===== config.mk =====
export PLATFORM = sky130hd
export DESIGN_NAME = vector_word_packer
export DESIGN_NICKNAME = d
export VERILOG_FILES = /design/src/rtl/vector_word_packer.sv
export SDC_FILE = /design/constraint.sdc
export NUM_CORES = 2
export LEC_CHECK = 0
export CAP_MARGIN = 20
export CORE_MARGIN = 3
export CORE_UTILIZATION = 35
export DETAILED_ROUTE_END_ITERATION = 8
export SETUP_SLACK_MARGIN = 0.05
export SYNTH_ARGS = -nofsm -noshare
export SYNTH_HDL_FRONTEND = slang
export SYNTH_SLANG_ARGS = --single-unit

===== constraint.sdc =====
create_clock -name clk -period 4.15 [get_ports clk]
set_clock_uncertainty 0.15 [all_clocks]
set_input_delay 1.0375 -clock clk [delete_from_list [all_inputs] [get_ports clk]]
set_output_delay 1.0375 -clock clk [all_outputs]
set_load 0.05 [all_outputs]

===== src/rtl/vector_word_packer.sv =====
// vector_word_packer
// Collects lane-tagged 64-bit words into a 512-bit line and hands completed
// lines downstream through a registered valid/ready output stage. A line
// completes when every lane has been written or when a word carries in_last.
// LANES must equal 2**SEL_W so that every in_select value names a real lane.

module vector_word_packer #(
    parameter int WORD_W = 64,
    parameter int LANES  = 8,
    parameter int SEL_W  = 3
) (
    input  logic                      clk,
    input  logic                      rst_n,
    input  logic                      in_valid,
    output logic                      in_ready,
    input  logic [WORD_W-1:0]         in_data,
    input  logic [SEL_W-1:0]          in_select,
    input  logic                      in_last,
    output logic                      out_valid,
    input  logic                      out_ready,
    output logic [WORD_W*LANES-1:0]   out_data,
    output logic [LANES-1:0]          out_mask,
    output logic [SEL_W:0]            out_count
);

    localparam int LINE_W = WORD_W * LANES;

    logic [LINE_W-1:0] acc_data;
    logic [LANES-1:0]  acc_mask;

    logic [LINE_W-1:0] merged_data;
    logic [LANES-1:0]  merged_mask;
    logic [SEL_W:0]    merged_count;
    logic              accept;
    logic              complete;

    // Input side may proceed whenever the output register is empty or draining.
    assign in_ready = !out_valid || out_ready;
    assign accept   = in_valid && in_ready;

    // Apply the incoming word to a copy of the accumulation buffer.
    always_comb begin
        merged_data = acc_data;
        for (int i = 0; i < LANES; i++) begin
            if (in_select == SEL_W'(i)) begin
                merged_data[i*WORD_W +: WORD_W] = in_data;
            end
        end
        merged_mask = acc_mask | (LANES'(1) << in_select);
    end

    // Population count of the merged mask; repeated lane writes count once.
    always_comb begin
        merged_count = '0;
        for (int i = 0; i < LANES; i++) begin
            merged_count = merged_count + {{SEL_W{1'b0}}, merged_mask[i]};
        end
    end

    assign complete = accept && ((merged_mask == {LANES{1'b1}}) || in_last);

    // Accumulation buffer: absorb accepted words, clear when a line closes.
    always_ff @(posedge clk or negedge rst_n) begin
        if (!rst_n) begin
            acc_data <= '0;
            acc_mask <= '0;
        end else if (accept) begin
            if (complete) begin
                acc_data <= '0;
                acc_mask <= '0;
            end else begin
                acc_data <= merged_data;
                acc_mask <= merged_mask;
            end
        end
    end

    // Output register: load on completion, otherwise drop valid once taken.
    always_ff @(posedge clk or negedge rst_n) begin
        if (!rst_n) begin
            out_valid <= 1'b0;
            out_data  <= '0;
            out_mask  <= '0;
            out_count <= '0;
        end else if (complete) begin
            out_valid <= 1'b1;
            out_data  <= merged_data;
            out_mask  <= merged_mask;
            out_count <= merged_count;
        end else if (out_valid && out_ready) begin
            out_valid <= 1'b0;
        end
    end

endmodule


==> Word-level counts from Yosys, hierarchy flattened <==
Cells that the tools add are included.
{ "word_totals": {"rom_bits": 0, "register_bits": 1045, "ramBits": 0, "latchBits": 0, "out_inout_bits": 526, "input_bits": 72, "elab_cells": 43, "mem_count": 0} }
{ "op_classes": {"shift": 1, "muxes": 12, "n_addsub": 7, "mul": 0, "div": 0, "magnitude_cmp": 0, "n_bitwise": 1, "reduce_logical": 8, "n_eq_ne": 8} }
{ "ops": {"columns": ["op", "n"], "rows": [
  ["$mux 512", 1],
  ["$mux 64", 8],
  ["$add 4x1->4", 4],
  ["$eq 3x3->1 const B", 4],
  ["$eq 8x8->1 const B", 1],
  ["$mux 8", 1],
  ["$or 8x8->8", 1],
  ["$shl 1x3->8 const A", 1],
  ["$eq 3x2->1 const B", 2],
  ["$add 3x1->4", 1],
  ["$add 2x1->3", 1],
  ["$eq 3x1->1 const B", 1],
  ["$logic_and 1x1->1", 3],
  ["$logic_not 3->1", 1],
  ["$add 1x1->2", 1],
  ["$logic_or 1x1->1", 2],
  ["$mux 1", 2],
  ["$reduce_bool 2->1", 1],
  ["$logic_not 1->1", 1]
]} }

==> Logic depth before layout (Yosys ltp) <==
{ "depth": {"depth_word": 9, "mapped_depth": 15, "depth_no_buf": 12} }

==> Worst setup path before layout <==
OpenSTA, ideal clock, no wires.
{ "synth_timing": {"kind": "input-to-reg", "from": "input in_select[0]", "to": "register out_count[2]", "t_arrival_ns": 4.582, "required_time_ns": 3.875, "path_slack_ns": -0.707, "n_path_buf": 3, "stages": 15, "setup_ns": 0.125, "cell_sequence": "buf_2 > nor3b_1 > buf_2 > buf_2 > or2_2 > fa_1 > fa_1 > inv_1 > fa_1 > inv_1 > ha_1 > inv_1 > fa_1 > xnor2_1 > mux2_2"} }
{ "synth_between": {"elab_chain_len": 9, "elab_cells_between_ends": 12, "cone_classes": "add/sub (7); eq/ne (1); shift (1); bitwise (1); reduce/logical (2)"} }
{ "synth_lines": {"columns": ["element", "line", "text"], "rows": [
  ["start: declaration", "17", "input logic [SEL_W-1:0] in_select,"],
  ["$shl 1x3->8 *", "49", "merged_mask = acc_mask | (LANES'(1) << in_select);"],
  ["$or 8x8->8 *", "49", null],
  ["net merged_mask[1]", "32", "logic [LANES-1:0] merged_mask;"],
  ["$add 1x1->2", "56", "merged_count = merged_count + {{SEL_W{1'b0}}, merged_mask[i]};"],
  ["$add 2x1->3", "56", null],
  ["$add 3x1->4", "56", null],
  ["$add 4x1->4 (4 in series)", "56", null],
  ["end signal: assignment", "89", "out_count <= merged_count;"],
  ["end: declaration", "23", "output logic [SEL_W:0] out_count"]
]} }
The timed path passes the listed nets; every way through them passes the cells marked *.
A chain may end at the register's enable or synchronous reset.

==> Worst setup path after layout <==
{ "layout_timing": {"from": "input in_select[1]", "to": "register out_count[2]"} }
Same word-level chain as after synthesis.

==> impl_metrics.json <==
{
  "outcome": "finished clean",
  "clk_root_buffer_cell": "clkbuf_16",
  "yosysMostFrequentCell": "dfrtp_1",
  "critPathArrivalTime_ns": 4.53,
  "x_dimension_of_the_die_um": 379,
  "postCtsSetupRepairBufs": 0,
  "wire_length_of_the_first_global_routing_pass_mm": 230,
  "static-leakage-power_nw": 28.0,
  "fp.dieH_um": 379,
  "synth_cells": 4316,
  "layout.nets": 4946,
  "drt-total-wl_mm": 154,
  "timing.final.crit_period_ns": 4.05,
  "grt_pass1_vias": 34900,
  "clk-insertion-delay-late_ns": 0.74,
  "wl_per_cell_um": 22.9,
  "cts-buffers-inserted": 115,
  "route.detailed.vias_per_inst": 5.05,
  "postCtsResizedCells": 0,
  "fp-row-count": 136,
  "floorplan.core_area_um2": 138000,
  "dp.cells": 6543,
  "cts_max_level": 3,
  "detail-route-antenna-nets": 0,
  "vdd_drop_max_uv": 436,
  "clk_path_buf_depth": 3,
  "globalRouteOverflowTotal": 0,
  "timing.fmax_mhz": 247,
  "timing.critical_path.required_ns": 4.63,
  "path_depth": 13,
  "drt_drc_violations_left": 0,
  "post-route-util_pct": 44.7,
  "area_delta_synth_final_pct": 26.6,
  "drv_cap": 0,
  "power.density_nw_per_um2": 587,
  "final_area_um2": 61600,
  "crit_path_max_incr_delay_ns": 0.62,
  "startpoint_class_of_the_critical_path": "input port",
  "synth_top_area_share_pct": 53.7,
  "cp_top_family": "adder cells",
  "gr-usage-all-layers_pct": 21.2,
  "slew_headroom_pct": 37.4,
  "ff2ff_path_depth": 11,
  "cp_num_buf_inv": 4,
  "io_pins": 598,
  "placement.cell_area_um2": 57500,
  "yosys.area.top_type": "dfrtp_1",
  "largest_driver_fanout_on_the_critical_path": 4,
  "critPathKind": "input port to register",
  "worst_path_max_delay_cell": "clkdlybuf4s50_1",
  "synth-seq-area-share_pct": 53.7,
  "hpwlAfterDp_mm": 101,
  "die_area_um2": 144000,
  "synth_area_um2": 48700,
  "dr.pass1.iters": 7,
  "postSynth.asyncResetShare_pct": 100,
  "worst-slew-pin-transition_ns": 0.935,
  "antenna_violations_before_repair": 6,
  "yosys-top-cells-count": "1045 x dfrtp_1, 1032 x nand2_1, 513 x a21oi_1",
  "postSynthNetCount": 4396,
  "end_kind": "register",
  "critical_path.cell_chain": "clkdlybuf4s50_1 > nor3_4 > or2_2 > fa_1 > fa_1 > inv_1 > fa_2 > inv_2 > ha_4 > inv_2 > fa_2 > xnor2_1 > mux2_2",
  "rsz0062_at_grt": "false",
  "maxSlewViolCount": 0,
  "top_reg_cell_synth": "dfrtp_1",
  "number_of_enable_flip_flop_cells_after_synthesis": 0,
  "synth.area.top_cells": "dfrtp_1 54%, mux2_4 15%, mux2_2 9.2%",
  "synth_cell_type_count": 40,
  "yosys_register_bits": 1045,
  "floorplan.initialDensity_pct": 35.3,
  "post_synth.cell_area_avg_um2": 11.3,
  "finish.cell_count_without_fillers": 6759,
  "antenna_cells_inserted": 0,
  "via_count": 34100,
  "worst_hold_path_type": "input port to async pin",
  "hold_viol_final": 0,
  "grt_start_max_net_pins": 115,
  "cts.reportedPaths.clkPinSlew_ns": 0.06,
  "io_buffers": 597,
  "num-fill-cells": 12600,
  "yosys_warnings": 0,
  "tritoncts_num_sinks": 1045,
  "cts_hold_repair.buffers": 0,
  "drive_above_1_share_pct": 26.8,
  "first_iter_violations": 2821,
  "post_route_clock_period_utilization_pct": 97.5,
  "setup-violations-final": 0,
  "tritoncts_clock_tree": "done",
  "finalWeightedCongestion": 0.779
}
[power breakdown]
group          total (mW)  internal [mW]  switching, mW
clock                11.1           6.69           4.44
sequential           13.4           12.0           1.43
combinational        11.7           4.66           7.00
[per-stage QoR]
| step | worst slack (ns) | setup TNS (ns) | hold WS [ns] | total power, mW |
|---|---|---|---|---|
| detailed placement | -0.657 | -3.47 | 0.341 | 25.2 |
| floorplan | -0.365 | -0.732 | 0.309 | 20.8 |
| finish | 0.104 | 0 | 0.179 | 36.2 |
| global route | 0.0524 | 0 | 0.171 | 37.6 |
| global placement | -0.665 | -2.83 | 0.340 | 25.2 |
| CTS | 0.166 | 0 | 0.132 | 36.5 |
[worst reg2reg max path, stage by stage (launching register included)]
cell and delay, ns:
dfrtp_1 0.41, or2_4 0.27, fa_1 0.57, fa_1 0.42, inv_1 0.09, fa_2 0.43
inv_2 0.08, ha_4 0.14, inv_2 0.04, fa_2 0.38, xnor2_1 0.13, mux2_2 0.26
[flip-flops by register name, summed over array words and instances, names as in the netlist]
register and count:
out_count 4, acc_data 512, out_mask 8, out_data 512
acc_mask 8, out_valid 1
[layer usage]
metal / track usage (%) / vias up / routed length, µm
met5: 0 / - / 23
met4: 7.07 / 4 / 4470
met3: 4.43 / 229 / 10500
met2: 33.5 / 1110 / 71500
met1: 29.0 / 17400 / 67900
li1: - / 15400 / -
[kinds of logic (layout without fill, tap and decap cells)]
family,after synthesis,after routing,synth area share (%)
multiplexers,907,907,24.8
AO/OA/AOI/OAI,522,522,5.44
XOR/XNOR,1,1,0.0180
AND/OR/NAND/NOR,1468,1468,11.5
adder cells (fa/ha/maj),8,8,0.267
buffers and inverters,365,1014,4.20
flip-flops,1045,1045,53.7
[path summary, 6_finish.rpt]
| path | from | end | slack, ns |
|---|---|---|---|
| worst max-delay path | in_select[1] | out_count[2] | 0.10 |
| min in group clk | out_data[505] | out_data[505] | 0.35 |
| worst min register to register | out_data[505] | out_data[505] | 0.35 |
| worst min-delay path | rst_n | acc_data[45] | 0.18 |
| worst max register to register | acc_mask[1] | out_count[2] | 0.70 |
| max in group asynchronous | rst_n | acc_data[313] | 2.55 |
[layout make-up]
cell class | count | area, µm² | share of cell area (%)
timing repair buffer | 792 | 8360 | 13.6
clock buffer | 165 | 3400 | 5.51
tap | 1794 | 2240 | 3.64
sequential | 1045 | 26200 | 42.4
inverter | 6 | 22.5 | 0.0365
clock inverter | 51 | 763 | 1.24
multi-input combinational | 2906 | 20700 | 33.6
[cells in the final DEF, fill, tap and decap left out, types with 2 or more instances in the layout]
cell type        count
buf_12              73
nor3b_4              2
nor2_4               5
clkbuf_1            18
inv_6                2
dfrtp_1           1045
inv_2                2
nand2b_1             5
clkinv_8             4
inv_1                4
clkinv_4             2
ha_1                 3
mux2_2             398
mux2_1               7
or2_2                2
nand2_1           1025
buf_4              123
fa_2                 2
a21oi_1            512
nand3_4              2
clkinv_2            22
clkdlybuf4s50_1    595
clkbuf_16          116
nand3b_1             2
clkbuf_8            31
bufinv_16           16
and3_4               4
clkinvlp_4           3
mux2_4             501
nand2_4              7
fa_1                 2
nor2_1             403
Power figures use the tool's default switching activity.
